<file path="src/rtl/rift2_mbx_pkg.sv">
// Shared definitions for the rift2 Wishbone mailbox: register map, bit positions,
// default FIFO depth and the STATUS word packer.
package rift2_mbx_pkg;

    localparam int DEFAULT_DEPTH = 4;
    localparam int CNT_W         = 5;

    typedef enum logic [1:0] {
        REG_TXDATA = 2'd0,
        REG_RXDATA = 2'd1,
        REG_STATUS = 2'd2,
        REG_CTRL   = 2'd3
    } mbx_reg_e;

    localparam int ST_H2C_FULL  = 0;
    localparam int ST_H2C_EMPTY = 1;
    localparam int ST_C2H_FULL  = 2;
    localparam int ST_C2H_EMPTY = 3;
    localparam int ST_OVF       = 4;
    localparam int ST_UDF       = 5;
    localparam int ST_H2C_CNT   = 8;
    localparam int ST_C2H_CNT   = 16;

    localparam int CTRL_IRQ_EN    = 0;
    localparam int CTRL_FLUSH     = 1;
    localparam int CTRL_CLR_STICKY = 2;

    function automatic logic [31:0] pack_status(
        input logic             h2c_full,
        input logic             h2c_empty,
        input logic             c2h_full,
        input logic             c2h_empty,
        input logic             ovf,
        input logic             udf,
        input logic [CNT_W-1:0] h2c_cnt,
        input logic [CNT_W-1:0] c2h_cnt
    );
        logic [31:0] s;
        s = 32'd0;
        s[ST_H2C_FULL]            = h2c_full;
        s[ST_H2C_EMPTY]           = h2c_empty;
        s[ST_C2H_FULL]            = c2h_full;
        s[ST_C2H_EMPTY]           = c2h_empty;
        s[ST_OVF]                 = ovf;
        s[ST_UDF]                 = udf;
        s[ST_H2C_CNT +: CNT_W]    = h2c_cnt;
        s[ST_C2H_CNT +: CNT_W]    = c2h_cnt;
        return s;
    endfunction

endpackage

</file>
<file path="src/rtl/rift2_mbx_fifo.sv">
// Synchronous FIFO with occupancy count and a flush that wins over push/pop.
// Pushes into a full FIFO and pops from an empty one are ignored.
module rift2_mbx_fifo
    import rift2_mbx_pkg::*;
#(
    parameter int WIDTH = 32,
    parameter int DEPTH = DEFAULT_DEPTH
) (
    input  logic                     clk,
    input  logic                     rst_n,
    input  logic                     flush,
    input  logic                     push,
    input  logic [WIDTH-1:0]         push_data,
    input  logic                     pop,
    output logic [WIDTH-1:0]         head,
    output logic [$clog2(DEPTH):0]   count,
    output logic                     full,
    output logic                     empty
);

    localparam int AW = $clog2(DEPTH);
    localparam int CW = AW + 1;
    localparam logic [CW-1:0] FULL_CNT = CW'(DEPTH);
    localparam logic [CW-1:0] CNT_ONE  = CW'(1);
    localparam logic [AW-1:0] PTR_ONE  = AW'(1);

    logic [WIDTH-1:0] mem_r [DEPTH];
    logic [AW-1:0]    wr_ptr_r;
    logic [AW-1:0]    rd_ptr_r;
    logic [CW-1:0]    count_r;
    logic             do_push_s;
    logic             do_pop_s;

    assign full      = (count_r == FULL_CNT);
    assign empty     = (count_r == {CW{1'b0}});
    assign count     = count_r;
    assign do_push_s = push & ~full;
    assign do_pop_s  = pop & ~empty;
    // Empty FIFO presents zero rather than stale storage
    assign head      = empty ? {WIDTH{1'b0}} : mem_r[rd_ptr_r];

    // Pointer and occupancy tracking
    always_ff @(posedge clk or negedge rst_n) begin
        if (!rst_n) begin
            wr_ptr_r <= {AW{1'b0}};
            rd_ptr_r <= {AW{1'b0}};
            count_r  <= {CW{1'b0}};
        end else if (flush) begin
            wr_ptr_r <= {AW{1'b0}};
            rd_ptr_r <= {AW{1'b0}};
            count_r  <= {CW{1'b0}};
        end else begin
            if (do_push_s) wr_ptr_r <= wr_ptr_r + PTR_ONE;
            if (do_pop_s)  rd_ptr_r <= rd_ptr_r + PTR_ONE;
            case ({do_push_s, do_pop_s})
                2'b10:   count_r <= count_r + CNT_ONE;
                2'b01:   count_r <= count_r - CNT_ONE;
                default: count_r <= count_r;
            endcase
        end
    end

    // Storage write port
    always_ff @(posedge clk) begin
        if (do_push_s && !flush) mem_r[wr_ptr_r] <= push_data;
    end

endmodule

</file>
<file path="src/rtl/rift2_wb_mailbox.sv">
// Wishbone classic slave exposing a host-to-core and a core-to-host mailbox FIFO,
// with sticky overflow/underflow flags and a level interrupt on pending C2H data.
module rift2_wb_mailbox
    import rift2_mbx_pkg::*;
#(
    parameter logic [31:0] BASE_ADDR = 32'h3000_0000,
    parameter int          DEPTH     = DEFAULT_DEPTH
) (
    input  logic        wb_clk_i,
    input  logic        wb_rst_n_i,
    input  logic        wbs_cyc_i,
    input  logic        wbs_stb_i,
    input  logic        wbs_we_i,
    input  logic [3:0]  wbs_sel_i,
    input  logic [31:0] wbs_adr_i,
    input  logic [31:0] wbs_dat_i,
    output logic        wbs_ack_o,
    output logic [31:0] wbs_dat_o,
    output logic        h2c_valid_o,
    output logic [31:0] h2c_data_o,
    input  logic        h2c_ready_i,
    input  logic        c2h_valid_i,
    input  logic [31:0] c2h_data_i,
    output logic        c2h_ready_o,
    output logic        irq_o
);

    localparam int CW = $clog2(DEPTH) + 1;

    logic          ack_r;
    logic [31:0]   dat_r;
    logic          irq_en_r;
    logic          ovf_r;
    logic          udf_r;
    logic          irq_r;
    logic          blocked_r;

    logic          req_s;
    logic          hit_s;
    logic          commit_s;
    logic          full_wr_s;
    mbx_reg_e      reg_s;
    logic          tx_wr_s;
    logic          rx_rd_s;
    logic          ctrl_wr_s;
    logic          flush_s;
    logic          clr_s;
    logic          ovf_evt_s;
    logic          udf_evt_s;
    logic          h2c_pop_s;
    logic          c2h_push_s;
    logic [31:0]   rdata_s;

    logic [31:0]   c2h_head_s;
    logic [CW-1:0] h2c_count_s;
    logic [CW-1:0] c2h_count_s;
    logic          h2c_full_s;
    logic          h2c_empty_s;
    logic          c2h_full_s;
    logic          c2h_empty_s;

    // A request still asserted across reset release is the abandoned one;
    // decoding resumes only once the bus has gone idle.
    assign req_s     = wbs_cyc_i & wbs_stb_i;
    assign hit_s     = req_s & (wbs_adr_i[31:4] == BASE_ADDR[31:4]) & ~blocked_r;
    assign commit_s  = hit_s & ~ack_r;
    assign reg_s     = mbx_reg_e'(wbs_adr_i[3:2]);
    assign full_wr_s = wbs_we_i & (wbs_sel_i == 4'hF);

    assign tx_wr_s   = commit_s & full_wr_s & (reg_s == REG_TXDATA);
    assign rx_rd_s   = commit_s & ~wbs_we_i & (reg_s == REG_RXDATA);
    assign ctrl_wr_s = commit_s & full_wr_s & (reg_s == REG_CTRL);
    assign flush_s   = ctrl_wr_s & wbs_dat_i[CTRL_FLUSH];
    assign clr_s     = ctrl_wr_s & wbs_dat_i[CTRL_CLR_STICKY];
    assign ovf_evt_s = tx_wr_s & h2c_full_s;
    assign udf_evt_s = rx_rd_s & c2h_empty_s;

    assign h2c_valid_o = ~h2c_empty_s;
    assign h2c_pop_s   = ~h2c_empty_s & h2c_ready_i;
    assign c2h_ready_o = ~c2h_full_s;
    assign c2h_push_s  = c2h_valid_i & ~c2h_full_s;

    assign wbs_ack_o = ack_r;
    assign wbs_dat_o = dat_r;
    assign irq_o     = irq_r;

    rift2_mbx_fifo #(.WIDTH(32), .DEPTH(DEPTH)) u_h2c (
        .clk       (wb_clk_i),
        .rst_n     (wb_rst_n_i),
        .flush     (flush_s),
        .push      (tx_wr_s),
        .push_data (wbs_dat_i),
        .pop       (h2c_pop_s),
        .head      (h2c_data_o),
        .count     (h2c_count_s),
        .full      (h2c_full_s),
        .empty     (h2c_empty_s)
    );

    rift2_mbx_fifo #(.WIDTH(32), .DEPTH(DEPTH)) u_c2h (
        .clk       (wb_clk_i),
        .rst_n     (wb_rst_n_i),
        .flush     (flush_s),
        .push      (c2h_push_s),
        .push_data (c2h_data_i),
        .pop       (rx_rd_s),
        .head      (c2h_head_s),
        .count     (c2h_count_s),
        .full      (c2h_full_s),
        .empty     (c2h_empty_s)
    );

    // Read-data multiplexer
    always_comb begin
        rdata_s = 32'd0;
        case (reg_s)
            REG_TXDATA: rdata_s = 32'd0;
            REG_RXDATA: rdata_s = c2h_head_s;
            REG_STATUS: rdata_s = pack_status(h2c_full_s, h2c_empty_s, c2h_full_s, c2h_empty_s,
                                              ovf_r, udf_r, CNT_W'(h2c_count_s), CNT_W'(c2h_count_s));
            REG_CTRL:   rdata_s = {31'd0, irq_en_r};
            default:    rdata_s = 32'd0;
        endcase
    end

    // Bus response, control and sticky-flag registers
    always_ff @(posedge wb_clk_i or negedge wb_rst_n_i) begin
        if (!wb_rst_n_i) begin
            ack_r     <= 1'b0;
            dat_r     <= 32'd0;
            irq_en_r  <= 1'b0;
            ovf_r     <= 1'b0;
            udf_r     <= 1'b0;
            irq_r     <= 1'b0;
            blocked_r <= 1'b1;
        end else begin
            ack_r     <= commit_s;
            dat_r     <= (commit_s && !wbs_we_i) ? rdata_s : 32'd0;
            blocked_r <= blocked_r & req_s;
            if (ctrl_wr_s) irq_en_r <= wbs_dat_i[CTRL_IRQ_EN];
            ovf_r     <= ovf_evt_s | (ovf_r & ~clr_s);
            udf_r     <= udf_evt_s | (udf_r & ~clr_s);
            irq_r     <= irq_en_r & ~c2h_empty_s;
        end
    end

endmodule

</file>
<file path="config.mk">
export PLATFORM = sky130hd
export DESIGN_NAME = rift2_wb_mailbox
export DESIGN_NICKNAME = d
export VERILOG_FILES = /design/src/rtl/rift2_mbx_pkg.sv /design/src/rtl/rift2_mbx_fifo.sv /design/src/rtl/rift2_wb_mailbox.sv
export SDC_FILE = /design/constraint.sdc
export NUM_CORES = 1
export LEC_CHECK = 0
export BUFFER_PORTS_ARGS = -buffer_cell sky130_fd_sc_hd__buf_2
export CORE_MARGIN = 3
export CORE_UTILIZATION = 51
export CTS_CLUSTER_DIAMETER = 150
export DETAILED_ROUTE_END_ITERATION = 10
export GPL_TIMING_DRIVEN = 0
export MAX_ROUTING_LAYER = met4
export PLACE_DENSITY = 0.77
export SLEW_MARGIN = 15
export SYNTH_ARGS = -nofsm -noshare
export SYNTH_HDL_FRONTEND = slang
export SYNTH_SLANG_ARGS = --single-unit
</file>
<file path="constraint.sdc">
create_clock -name wb_clk_i -period 2.5 [get_ports wb_clk_i]
set_input_delay 0.375 -clock wb_clk_i [delete_from_list [all_inputs] [get_ports wb_clk_i]]
set_output_delay 0.375 -clock wb_clk_i [all_outputs]
set_load 0.05 [all_outputs]
</file>
Word level (Yosys, flattened, before mapping)
Memory sizes are Yosys's and may differ from the RTL's.
Index checks and enable logic that the tools add are counted.

word-level totals
  input bits = 107
  bits in writable memories = 256
  bits in registers = 52
  word-level logic and storage cells = 102
  memories = 2
  output and inout bits = 68

operators by class
  multiplexer cells = 20
  equal/unequal tests = 11
  bitwise gates (word level) = 34
  add/subtract/negate cells = 8
  reduce and logical (&&, ||, !) cells = 14

memory list
  memory       words  width  rd ports  clocked after Yosys merged registers in  write ports  line                  RTL
  u_c2h.mem_r  4      32     1         0                                        1            rift2_mbx_fifo.sv:27  logic [WIDTH-1:0] mem_r [DEPTH];
  u_h2c.mem_r  4      32     1         0                                        1            rift2_mbx_fifo.sv:27

operators with widths
  kind                    count
  $pmux W32 S4            1
  $mux W32                3
  $eq A28 B26 Y1 const B  1
  $and A1 B1 Y1           24
  $mux W2                 8
  $pmux W3 S2             2
  $add A2 B1 Y2 const B   4
  $eq A2 B2 Y1 const B    4
  $not A1 Y1              8
  $reduce_bool A2 Y1      4
  $add A3 B1 Y3 const B   2
  $eq A2 B1 Y1 const B    3
  $eq A3 B3 Y1 const B    2
  $logic_not A3 Y1        2
  $mux W3                 2
  $reduce_bool A3 Y1      2
  $sub A3 B1 Y3 const B   2
  $eq A4 B4 Y1 const B    1
  $mux W1                 4
  $logic_and A1 B1 Y1     3
  $logic_not A1 Y1        2
  $logic_not A2 Y1        1
  $or A1 B1 Y1            2

Logic depth before layout (Yosys ltp)
Gate-level depths: netlist of the first run.

  word-level depth = 11
  mapped depth = 9
  mapped depth without buffers = 8

By module
Synthesis of the first run repeated with hierarchy kept, for this count alone.

second synthesis, totals
  cells, all modules = 662
  area total of the unflattened synthesis = 12,434.4 µm²

by module, submodules not included
  module                   sequential area each (µm²)  instances  area each (µm²)  cells each
  rift2_mbx_fifo at u_h2c  4,018.9                     1          5,441.5          269
  rift2_mbx_fifo at u_c2h  4,018.9                     1          5,383.9          267
  rift2_wb_mailbox         952.2                       1          1,609.0          126

Worst setup path after synthesis of the first run
No wires, ideal clock.

  kind = register to register
  start = register ack_r (netlist: wbs_ack_o)
  end = memory u_h2c.mem_r[0][0], enable pin
  stages on the path, launching flop included = 6
  slack = -358 ps
  required time = 2,108 ps
  library setup time = 392 ps
  arrival time = 2,466 ps
  path buffers = 1
  period minus slack after synthesis = 2,858 ps
  path through = dfrtp_1 > nor4b_4 > nand4_4 > nor4_4 > buf_6 > and2_1

between the ends
  longest elaborated chain between the ends = 9
  elaborated cells between the ends (all ways) = 11
  classes of those cells = mux (2); bitwise (7); reduce/logical (2)

ends and longest elaborated chain
  what                             line                                            RTL
  start: declaration               rift2_wb_mailbox.sv:30                          logic ack_r;
  start signal: assignment         rift2_wb_mailbox.sv:137                         ack_r <= commit_s;
  $not A1 Y1 *                     rift2_wb_mailbox.sv:66                          assign commit_s = hit_s & ~ack_r;
  $and A1 B1 Y1 *                  rift2_wb_mailbox.sv:66
  $and A1 B1 Y1 *                  rift2_wb_mailbox.sv:70, rift2_wb_mailbox.sv:72
  $and A1 B1 Y1                    rift2_wb_mailbox.sv:72                          assign ctrl_wr_s = commit_s & full_wr_s & (reg_s == REG_CTRL);
  $and A1 B1 Y1                    rift2_wb_mailbox.sv:73                          assign flush_s = ctrl_wr_s & wbs_dat_i[CTRL_FLUSH];
  $logic_not A1 Y1                 rift2_mbx_fifo.sv:65                            if (do_push_s && !flush) mem_r[wr_ptr_r] <= push_data;
  $logic_and A1 B1 Y1 *            rift2_mbx_fifo.sv:65
  $mux W1 *                        rift2_mbx_fifo.sv:65
  $mux W1 (implied by the code) *  rift2_mbx_fifo.sv:65
  end: declaration                 rift2_mbx_fifo.sv:27

Mark *: on every way between the ends. The rest lies on a longest branch, timed or not.

Worst setup path in the final report of the first run
  start = register blocked_r
  end = register u_h2c.count_r[2] (netlist: u_h2c.count[2])

between the ends
  longest elaborated chain between the ends = 9
  elaborated cells between the ends (all ways) = 13
  classes of those cells = eq/ne (2); mux (2); bitwise (8); reduce/logical (1)

ends and longest elaborated chain
  what                                          line                                            RTL
  start: declaration                            rift2_wb_mailbox.sv:36                          logic blocked_r;
  start signal: assignment                      rift2_wb_mailbox.sv:139                         blocked_r <= blocked_r & req_s;
  $not A1 Y1 *                                  rift2_wb_mailbox.sv:65                          assign hit_s = req_s & (wbs_adr_i[31:4] == BASE_ADDR[31:4]) & ~blocked_r;
  $and A1 B1 Y1 *                               rift2_wb_mailbox.sv:65
  $and A1 B1 Y1 *                               rift2_wb_mailbox.sv:66
  $and A1 B1 Y1 *                               rift2_wb_mailbox.sv:70, rift2_wb_mailbox.sv:72
  $and A1 B1 Y1                                 rift2_wb_mailbox.sv:70                          assign tx_wr_s = commit_s & full_wr_s & (reg_s == REG_TXDATA);
  $and A1 B1 Y1                                 rift2_mbx_fifo.sv:37                            assign do_push_s = push & ~full;
  $eq A2 B1 Y1 or $eq A2 B2 Y1 (tied branches)  rift2_mbx_fifo.sv:55                            case ({do_push_s, do_pop_s})
  $pmux W3 S2                                   rift2_mbx_fifo.sv:55
  $mux W3                                       rift2_mbx_fifo.sv:48                            end else if (flush) begin
  end signal: assignment                        rift2_mbx_fifo.sv:47                            count_r <= {CW{1'b0}};
  end signal: assignment                        rift2_mbx_fifo.sv:56                            2'b10: count_r <= count_r + CNT_ONE;
  end signal: assignment                        rift2_mbx_fifo.sv:57                            2'b01: count_r <= count_r - CNT_ONE;
  end: declaration                              rift2_mbx_fifo.sv:30                            logic [CW-1:0] count_r;

Marked as above.
A chain may end at the register's enable or synchronous reset.

==> results of run 1 <==
-- placed cells by master, fill, tap and decap left out, types with 4 or more instances in the layout --
cell type  Yosys  layout
edfxtp_1     256     256
buf_2          8     160
mux4_2        64      64
and2_1        63      53
dfrtp_1       51      46
clkbuf_16      0      33
nor2_1        28      27
buf_4          0      22
clkbuf_1      19      19
nand2_1       17      17
a22oi_1       10      10
diode_2        0       9
buf_6          1       9
ha_1           8       8
nor4_4         7       7
buf_12         0       6
and2_4         0       6
and3_1         6       6
clkinv_1       0       6
inv_1          6       5
a21oi_1        5       5
clkinv_2       0       5
dfrtp_2        0       5
nor2b_1        4       4
and2_2         0       4
mux2_2         4       4
-- path summary, 6_finish.rpt --
kind                            cells past startpoint  slack [ns]                 to
worst max-delay path                               10        0.05     u_h2c.count[2]
worst min-delay path                                1        0.05  u_c2h.mem_r[2][6]
worst max register to register                     10        0.05     u_h2c.count[2]
worst min register to register                      1        0.53              udf_r
max in group asynchronous                           2        1.55     u_h2c.count[1]
min in group asynchronous                           2        0.43      wbs_dat_o[31]
-- stage by stage --
stage | worst slack (ns) | TNS (ns) | util, % | area [um^2] | std cells
after global routing | -0.07871 | -0.1093 | 64.09 | 14690 | 1167
after CTS | -0.1015 | -8.989 | 63.43 | 14540 | 1155
after floorplan | -0.07338 | -0.07338 | - | 12080 | 605
after global placement | -0.7811 | -149.73 | 58.14 | 13320 | 1089
final | 0.04961 | 0 | 64.13 | 14700 | 1171
after detailed placement | -0.4049 | -85.58 | 58.59 | 13430 | 1093
-- power by group through the flow --
stage / clock network, mW / registers, mW / logic [mW]
after floorplan: 0 / 6.27 / 0.539
after global placement: 0 / 6.31 / 0.861
after detailed placement: 0 / 6.31 / 0.994
after CTS: 4.24 / 6.21 / 1.00
after global routing: 4.47 / 6.25 / 1.09
final: 4.16 / 6.22 / 0.981
-- layout make-up --
cell class | count | area, um^2
Antenna cell | 9 | 22.52
Fill cell | 1562 | 8219
Tap cell | 313 | 391.6
Buffer | 29 | 185.2
Multi-Input combinational cell | 260 | 2959
Inverter | 6 | 22.52
Sequential cell | 308 | 8996
Clock buffer | 39 | 815.8
Timing Repair Buffer | 192 | 1201
Clock inverter | 15 | 102.6
-- flip-flops by register name, summed over array words and instances (netlist names) --
signal	count
u_c2h.rd_ptr_r	2
u_h2c.count	3
irq_o	1
ovf_r	1
udf_r	1
blocked_r	1
u_c2h.wr_ptr_r	2
u_h2c.wr_ptr_r	2
wbs_dat_o	32
irq_en_r	1
u_h2c.mem_r	128
u_c2h.count	3
wbs_ack_o	1
u_c2h.mem_r	128
u_h2c.rd_ptr_r	2
-- timing repair --
action                                  in CTS  in global routing
endpoints found under the setup margin     248                131
gates resized for setup                     42                 24
cloned                                       0                  2
hold buffers                                 1                  0
hold endpoints to repair                    51                  0
pin swaps                                    3                  1
buffers inserted                             9                  5
-- logic make-up (layout without fill, tap and decap cells) --
logic type                 after synthesis  count (layout)
DFF                                    308             308
and+or+nand+nor                        147             147
muxes                                   71              71
buffers and inverters                   37             281
AOI/OAI and AO/OA                       26              26
adders and majority gates               10              10
xor gates and xnor gates                 6               6
other                                    0               9
-- critical path: stages (launching register included) --
cell and delay, ns:
dfstp_2 0.38, nor4b_4 0.25, buf_4 0.17, nand4_4 0.13, nor4_4 0.29, buf_6 0.15
nor2_2 0.03, fa_2 0.33, and2_4 0.14, mux2i_1 0.14, mux2_1 0.33
-- per-layer routing --
layer	wire, um	track usage, %	vias to the layer above
met5	0	-	-
met4	383	3.984	0
met3	1836	4.150	32
met2	12640	33.05	194
met1	9310	24.58	3165
li1	-	-	2845
==> key figures, run 1 <==
Synth
  • Syn Area/Cell: 19.94 um^2
  • Synth top area share: 63.72%
  • Simple-gate portion of the synthesized area: 8.183%
  • Compound-cell area share of the yosys netlist: 1.597%
  • Synth top area cells: edfxtp_1 64%, mux4_2 12%, dfrtp_1 11%, and2_1 3.3%, nor4_4 1.2%
  • Synth Warn #: 0
  • Number of flops mapped to enable cells by yosys: 256
  • Number of distinct library cells after synthesis: 46
  • Yosys reg bits: 308
  • Netlist Area Pre-Place: 12060 um^2
  • Post-Syn Instances: 605
  • Prevailing post-synth register cell: edfxtp_1
  • Top post-synthesis cells by count: 256 x edfxtp_1, 64 x mux4_2, 63 x and2_1, 51 x dfrtp_1, 28 x nor2_1
  • Sequential-to-total area share from yosys stat: 74.52%
  • Post-Synth XOR/XNOR Area: 0.6638%
  • Synth area leader: edfxtp_1
  • Post-Synth Adder-Cell Area: 1.162%
  • Largest family of logic cells by synthesized area: multiplexers
  • Mapped Nets: 722
  • Mux contribution to synthesized area: 12.58%
  • FFs w/ async S/R, synth: 16.88%
  • Cell with the most instances after synthesis: edfxtp_1

Floorplan
  • # rows: 55
  • Die width: 159.8 um
  • Io pins: 175
  • Starting Density: 52.65%
  • Total Die Area: 25540 um^2
  • CORE AREA: 22920 um^2
  • Chip Height: 159.8 um

Route
  • Iteration-0 DRC Markers: 369
  • Number of vias per cell: 5.325
  • Total Wirelength: 24170 um
  • Final antenna-violating net count: 0
  • TritonRoute pass-1 iters: 4
  • Via Count: 6236
  • Routed len/inst: 20.64 um
  • DRC violation count after routing: 0

Power
  • Pwr Density: 773.0 nW/um^2
  • Worst VDD drop: 0.5241 mV
  • Register share of total power: 54.8%
  • Cell internal pwr: 8.857 mW
  • Sw frac: 22.04%
  • Static Leak: 5.461 nW
  • Power share of the combinational group: 8.6%
  • Power Total: 11.36 mW
  • Clock Power Share: 36.6%
  • P_sw: 2.504 mW

Timing
  • Worst Max-Slew Pin Slew: 0.9028 ns
  • RSZ-0062 raised after global routing: true
  • Pins Over Slew Limit: 0
  • Final setup violation count: 0
  • Final min period: 2.450 ns
  • Final Skew: 0.01022 ns
  • F_max: 408.1 MHz
  • Hold Fails Final Rpt: 0
  • Tcrit/Tclk final: 98.02%
  • Relative slew slack: 39.81%
  • Hold Slack: 0.04965 ns

Setup path
  • Data required, critical path: 2.92 ns
  • Crit path DAT: 2.87 ns
  • Critical-path maximum fanout: 3
  • Crit. End Element: flip-flop
  • Crit path launch: blocked_r
  • Startpoint types: flip-flop
  • Reg-to-Reg Start: blocked_r
  • Worst Path Class, Setup: reg2reg

Placement
  • Dpl hpwl: 16080 um
  • # port buffers: 171
  • Global placement routability congestion: 0.7884

GRT
  • Vias in the first global route: 6707
  • Largest net degree at the start of global routing: 53
  • Total grt overflow: 0
  • Global-route wire length before repair: 37650 um
  • GRT Total Usage: 19.45%
  • Initial antenna violation count: 5

Layout
  • Nets@finish: 944
  • Share of post-route cells with drive strength above 1: 40.87%
  • Syn-to-layout area delta: 21.82%

Flow run
  • Max-cap violations: 0

Clocking
  • Clock Latency Late Sink: 0.54 ns
  • CTS Root Cell: clkbuf_16
  • CTS sink cnt: 308
  • Clock-pin transition on the worst setup and hold timing paths: 0.06 ns
  • CTS Buf Count: 30
  • Clock tree buffer depth: 3
  • # H-tree levels: 1
  • CTS tree: built

Run status
  • Status: finished clean

Min path
  • HP Start: c2h_data_i[6]
  • Hold/Removal Path Class: in2reg
Power figures use the tool's default switching activity.
==> run 2: changes to the inputs <==
Settings changed: BUFFER_PORTS_ARGS -buffer_cell sky130_fd_sc_hd__buf_2 to unset, CORE_UTILIZATION 51 to 57, DONT_BUFFER_PORTS set to 1.
==> run 2 against run 1 <==
Compared with the run above:
- clock power rose by 25%
- total power rose by 9.9%
- global-route usage rose by 3.6 points
- sequential power barely moved
- non-clock buffer count fell by 107
- highest routed layer unchanged
==> key figures, run 2 (same netlist as run 1, synthesis figures left out) <==
Run status
  • Status: finished clean

GRT
  • GRT Total Usage: 23.08% (+3.6 points)
  • Global-route wire length before repair: 38300 um (+1.7%)
  • Vias in the first global route: 6587 (-1.8%)
  • Initial antenna violation count: 0 (-5)
  • Largest net degree at the start of global routing: 53 (unchanged)
  • Total grt overflow: 0 (unchanged)

Timing
  • Worst Setup Slack, final: 0.005369 ns (-0.04424 ns)
  • Relative slew slack: 40.44% (+0.63 points)
  • Tcrit/Tclk final: 99.79% (+1.8 points)
  • RSZ-0062 raised after global routing: true
  • F_max: 400.9 MHz (-1.8%)
  • Worst Max-Slew Pin Slew: 0.8934 ns (-0.009474 ns)
  • Final setup violation count: 0 (unchanged)
  • Final min period: 2.495 ns (+0.04424 ns)
  • Pins Over Slew Limit: 0 (unchanged)
  • Fin Setup TNS: 0 ns (unchanged)
  • Final Skew: 0.01486 ns (+0.004640 ns)
  • Hold Fails Final Rpt: 0 (unchanged)

Power
  • Pwr Density: 851.3 nW/um^2 (+10%)
  • Worst VDD drop: 0.8281 mV (+58%)
  • Static Leak: 5.113 nW (-6.4%)

Route
  • Routed len/inst: 24.76 um (+20%)
  • Final antenna-violating net count: 0 (unchanged)
  • Via Count: 6063 (-2.8%)
  • Total Wirelength: 25200 um (+4.3%)
  • Iteration-0 DRC Markers: 344 (-6.8%)
  • DRC violation count after routing: 0 (unchanged)
  • Number of vias per cell: 5.956 (+12%)
  • TritonRoute pass-1 iters: 4 (unchanged)

Setup path
  • R2R depth: 9 (-1)
  • Critical-path maximum fanout: 2 (-1)
  • Worst reg2reg setup slack: 0.005 ns (-0.04 ns)
  • Reg-to-Reg Start: wbs_ack_o
  • Crit-path max cell delay: 0.53 ns (+0.15 ns)
  • Data required, critical path: 2.91 ns (about the same)
  • Worst path cell trace: nor4b_4 > nand4_4 > nor4_4 > buf_6 > nor2_2 > fa_2 > and2_4 > mux2i_1 > mux2_1
  • Crit path DAT: 2.91 ns (+0.04 ns)
  • Slowest CP cell: dfrtp_2
  • Startpoint types: flip-flop
  • Reg2Reg Capture Point: u_h2c.count[2]
  • Worst Path Class, Setup: reg2reg
  • Crit. End Element: flip-flop

Min path
  • HP Start: wbs_adr_i[22]
  • Hold endpoint: wbs_ack_o
  • Hold/Removal Path Class: in2reg
  • Hold Crit Depth: 3 (+2)

Placement
  • Global placement routability congestion: 0.8828 (+12%)
  • Placed insts: 879 (-20%)
  • Worst slack at placement: -0.3193 ns (+0.08570 ns)
  • # port buffers: 0 (-100%)
  • Dpl hpwl: 14650 um (-8.9%)

Layout
  • Syn-to-layout area delta: 21.57%
  • Most frequent cells in the layout: 256 x edfxtp_1, 67 x dlygate4sd3_1, 64 x mux4_2
  • Nets@finish: 841 (-11%)
  • # diodes: 0 (-9)
  • Share of post-route cells with drive strength above 1: 29.68% (-11 points)
  • Non-filler cells, final: 1018 (-13%)
  • FILL cells: 1192 (-24%)
  • Most common cell after layout, fill and taps aside: edfxtp_1

Floorplan
  • # rows: 52 (-5.5%)
  • Io pins: 175 (unchanged)
  • Starting Density: 58.86% (+6.2 points)
  • CORE AREA: 20490 um^2 (-11%)
  • Die width: 151.5 um (-5.2%)
  • Total Die Area: 22950 um^2 (-10%)
  • Chip Height: 151.5 um (-5.2%)

Flow run
  • Max-cap violations: 0 (unchanged)

Clocking
  • CTS Root Cell: clkbuf_16
  • # H-tree levels: 1 (unchanged)
  • Clock Latency Late Sink: 0.54 ns (about the same)
  • CTS sink cnt: 308 (unchanged)
  • Clock-pin transition on the worst setup and hold timing paths: 0.06 ns (about the same)
  • CTS Buf Count: 30 (unchanged)
  • Clock tree buffer depth: 3 (unchanged)
  • CTS tree: built
run 2: cell count changes in the layout (fill, tap and decap cells not counted), moves of 24 or more:
cell	previous run	this run
buf_2	160	5
and2_1	53	24
and2_2	4	28
dlygate4sd3_1	1	67
run 2: area by class of cell:
type / instances / area, um^2 / share of cell area, %
sequential: 308 / 8997 / 61.35
inverter: 6 / 22.52 / 0.1536
tap: 270 / 337.8 / 2.303
multi-input combinational: 264 / 3043 / 20.75
timing repair buffer: 86 / 925.9 / 6.313
clock buffer: 33 / 793.3 / 5.409
buffer: 28 / 165.2 / 1.126
clock inverter: 23 / 381.6 / 2.602
run 2: metal layers:
| layer | up-vias | part of all wire (%) | wire [um] | track usage [%] |
|---|---|---|---|---|
| met5 | - | 0 | 0 | - |
| met4 | 0 | 3.1 | 782 | 7.117 |
| met3 | 66 | 6.3 | 1584 | 4.402 |
| met2 | 238 | 54 | 13580 | 40.48 |
| met1 | 3139 | 37 | 9260 | 27.32 |
| li1 | 2620 | - | - | - |
run 2: how the worst max path moves through the flow:
stage                              end            from
global placement    u_c2h.mem_r[1][24]  u_c2h.count[1]
finish                  u_h2c.count[2]       wbs_ack_o
floorplan               u_h2c.count[2]       wbs_ack_o
CTS                     u_h2c.count[2]       wbs_ack_o
detailed placement   u_h2c.mem_r[1][9]       wbs_ack_o
global route            u_h2c.count[2]       wbs_ack_o
run 2: repair_timing:
| action | CTS | global route |
|---|---|---|
| hold buffers | 68 | 0 |
| pin swaps | 10 | 5 |
| cloned | 4 | 0 |
| buffers inserted | 8 | 6 |
| setup endpoints to repair | 293 | 185 |
| endpoints found under the hold margin | 311 | 0 |
| resized for setup | 60 | 12 |
run 2: where the power goes:
group	switching (mW)	leakage [nW]	internal, mW	total, mW
combinational	0.569	1.53	0.455	1.02
sequential	0.179	3.02	6.06	6.24
clock	1.89	0.570	3.33	5.22
total	2.64	5.11	9.84	12.5
run 2: through the flow:
stage,instance area [um^2],hold WS (ns),power [mW],utilization [%]
finish,14670,0.05165,12.49,71.56
global route,14670,0.04063,12.88,71.56
CTS,14590,0.02117,12.52,71.18
detailed placement,12530,0.08043,7.161,61.13
global placement,12410,0.08064,6.987,60.57
floorplan,12080,0.07941,6.806,-
run 2: critical path, delay by kind of cell, from the launching register on:
family	cells	cell delay, ns
AND/OR/NAND/NOR	5	0.89
buffers and inverters	1	0.14
flip-flops	1	0.53
multiplexers	2	0.48
adder cells (fa/ha/maj)	1	0.34
==> run 3: changes to the inputs <==
Settings changed: MAX_ROUTING_LAYER met4 to unset.
==> run 3 against run 2 <==
Compared with the run above:
- design area unchanged
- sequential cell count unchanged
- wire length decreased by 0.18%
- sequential power about the same
- clock-buffer cell count unchanged
- global-route usage decreased by 0.69 points
- final cell count unchanged
- via count decreased by 0.40%
- register-to-register slack about the same
- die area unchanged
- utilization unchanged
- hold slack got worse by 0.0028 ns
==> key figures, run 3 (same netlist as run 1, synthesis figures left out) <==
Run status
  • Status: finished clean

GRT
  • Initial antenna violation count: 0 (unchanged)
  • Total grt overflow: 0 (unchanged)
  • Met3 Use GR: 4.878% (+0.48 points)
  • Global-route wire length before repair: 38360 um (+0.15%)
  • Grt met2 use: 40.50% (about the same)
  • Largest net degree at the start of global routing: 53 (unchanged)
  • GRT Total Usage: 22.39% (-0.69 points)
  • M1 GR Usage: 26.89% (-0.43 points)
  • Gr busiest metal: met2
  • Vias in the first global route: 6584 (-0.046%)

Layout
  • Final core utilization: 71.56% (unchanged)
  • Most frequent cells in the layout: 256 x edfxtp_1, 67 x dlygate4sd3_1, 64 x mux4_2
  • Finished Cell Area: 14670 um^2 (unchanged)
  • Syn-to-layout area delta: 21.57% (unchanged)
  • Non-filler cells, final: 1018 (unchanged)
  • Nets@finish: 841 (unchanged)
  • Most common cell after layout, fill and taps aside: edfxtp_1
  • Share of post-route cells with drive strength above 1: 29.68% (unchanged)
  • # diodes: 0 (unchanged)

Timing
  • Hold Fails Final Rpt: 0 (unchanged)
  • Tcrit/Tclk final: 99.99% (+0.21 points)
  • Final Skew: 0.01293 ns (-0.001938 ns)
  • Worst Max-Slew Pin Slew: 0.8735 ns (-0.01986 ns)
  • Hold Slack: 0.04881 ns (-0.002837 ns)
  • Final min period: 2.500 ns (+0.005213 ns)
  • RSZ-0062 raised after global routing: true
  • Relative slew slack: 41.77% (+1.3 points)
  • Pins Over Slew Limit: 0 (unchanged)
  • Final setup violation count: 0 (unchanged)
  • F_max: 400.0 MHz (-0.21%)

Placement
  • # port buffers: 0 (unchanged)
  • Dpl hpwl: 14650 um (unchanged)
  • Placed insts: 879 (unchanged)
  • Placed cell area: 12530 um^2 (unchanged)
  • Global placement routability congestion: 0.8687 (-1.6%)

Flow run
  • Max-cap violations: 0 (unchanged)

Route
  • Number of vias per cell: 5.932 (-0.40%)
  • Routed len/inst: 24.71 um (-0.18%)
  • DRC violation count after routing: 0 (unchanged)
  • Total Wirelength: 25160 um (-0.18%)
  • TritonRoute pass-1 iters: 4 (unchanged)
  • Via Count: 6039 (-0.40%)
  • Iteration-0 DRC Markers: 378 (+9.9%)
  • Final antenna-violating net count: 0 (unchanged)

Floorplan
  • Starting Density: 58.86% (unchanged)
  • Io pins: 175 (unchanged)
  • CORE AREA: 20490 um^2 (unchanged)
  • Die width: 151.5 um (unchanged)
  • Chip Height: 151.5 um (unchanged)
  • # rows: 52 (unchanged)
  • Total Die Area: 22950 um^2 (unchanged)

Power
  • Static Leak: 5.113 nW (unchanged)
  • Power Total: 12.49 mW (unchanged)
  • Worst VDD drop: 0.8327 mV (+0.56%)
  • Pwr Density: 851.3 nW/um^2 (unchanged)

Setup path
  • Worst reg2reg setup slack: 0.0002 ns (about the same)
  • Worst path bufs/invs: 1 (unchanged)
  • Slowest CP cell: dfrtp_2
  • Reg2Reg Capture Point: u_h2c.count[2]
  • CP top delay family: simple AND/OR/NAND/NOR gates
  • Critical-path maximum fanout: 2 (unchanged)
  • R2R depth: 9 (unchanged)
  • Crit path DAT: 2.91 ns (about the same)
  • Cell count along the critical path: 9 (unchanged)
  • Startpoint types: flip-flop
  • Crit. End Element: flip-flop
  • Crit-path max cell delay: 0.53 ns (about the same)
  • Worst Path Class, Setup: reg2reg
  • Data required, critical path: 2.91 ns (about the same)
  • Worst path cell trace: nor4b_4 > nand4_4 > nor4_4 > buf_6 > nor2_2 > fa_2 > and2_4 > mux2i_1 > mux2_1
  • Reg-to-Reg Start: wbs_ack_o

Clocking
  • CTS Buf Count: 30 (unchanged)
  • CTS tree: built
  • Clock-pin transition on the worst setup and hold timing paths: 0.06 ns (about the same)
  • Clock tree buffer depth: 3 (unchanged)
  • CTS Root Cell: clkbuf_16
  • CTS sink cnt: 308 (unchanged)
  • # H-tree levels: 1 (unchanged)
  • Clock Latency Late Sink: 0.54 ns (about the same)

Min path
  • Hold/Removal Path Class: in2reg
  • Hold Crit Depth: 3 (unchanged)
  • HP Start: wbs_adr_i[22]
  • Hold endpoint: wbs_ack_o
==> run 3: cell counts in the layout (fill, tap and decap cells not counted) <==
No cell type changed its count.
==> run 3: worst min-delay path, cell delays in order <==
cell     delay (ns)
nor4_4         0.02
nand4_4        0.10
nor2_1         0.05
==> run 3: worst max path at each step <==
stage	slack (ns)	to	start
after global placement	-0.69	u_c2h.mem_r[1][24]	u_c2h.count[1]
after detailed placement	-0.32	u_h2c.mem_r[1][9]	wbs_ack_o
final	0.0002	u_h2c.count[2]	wbs_ack_o
after floorplan	-0.07	u_h2c.count[2]	wbs_ack_o
after global routing	-0.16	u_h2c.count[2]	wbs_ack_o
after CTS	-0.17	u_h2c.count[2]	wbs_ack_o
==> run 3: per-layer routing <==
| metal | wire length [um] | up-vias |
|---|---|---|
| met1 | 9040 | 3123 |
| met4 | 804 | 0 |
| li1 | - | 2625 |
| met3 | 1677 | 62 |
| met5 | 0 | - |
| met2 | 13630 | 229 |
==> run 3: layout make-up <==
class | instances | area (um^2)
well taps | 270 | 337.8
fillers | 1192 | 5828
plain buffers | 28 | 165.2
repair buffers | 86 | 925.9
clock inverters | 23 | 381.6
clock buffers | 33 | 793.3
multi-input cells | 264 | 3043
flip-flops and latches | 308 | 8997
inverters | 6 | 22.52
==> run 3: what timing repair did <==
action / 4_1_cts / 5_1_grt
cloned: 4 / 0
gates resized for setup: 60 / 12
hold buffers: 68 / 0
endpoints found under the hold margin: 311 / 0
setup buffers: 8 / 6
pin swaps: 10 / 5
endpoints found under the setup margin: 293 / 185
==> run 3: power breakdown <==
group | total, mW | switching [mW] | leakage (nW) | internal, mW
logic | 1.02 | 0.570 | 1.53 | 0.454
registers | 6.24 | 0.178 | 3.02 | 6.06
clock network | 5.22 | 1.89 | 0.570 | 3.33
==> run 3: stage by stage <==
stage	setup slack, ns	TNS, ns
floorplan	-0.07338	-0.07338
global placement	-0.6903	-121.49
detailed placement	-0.3193	-56.08
CTS	-0.1738	-0.5361
global route	-0.1636	-0.9462
finish	0.0001563	0
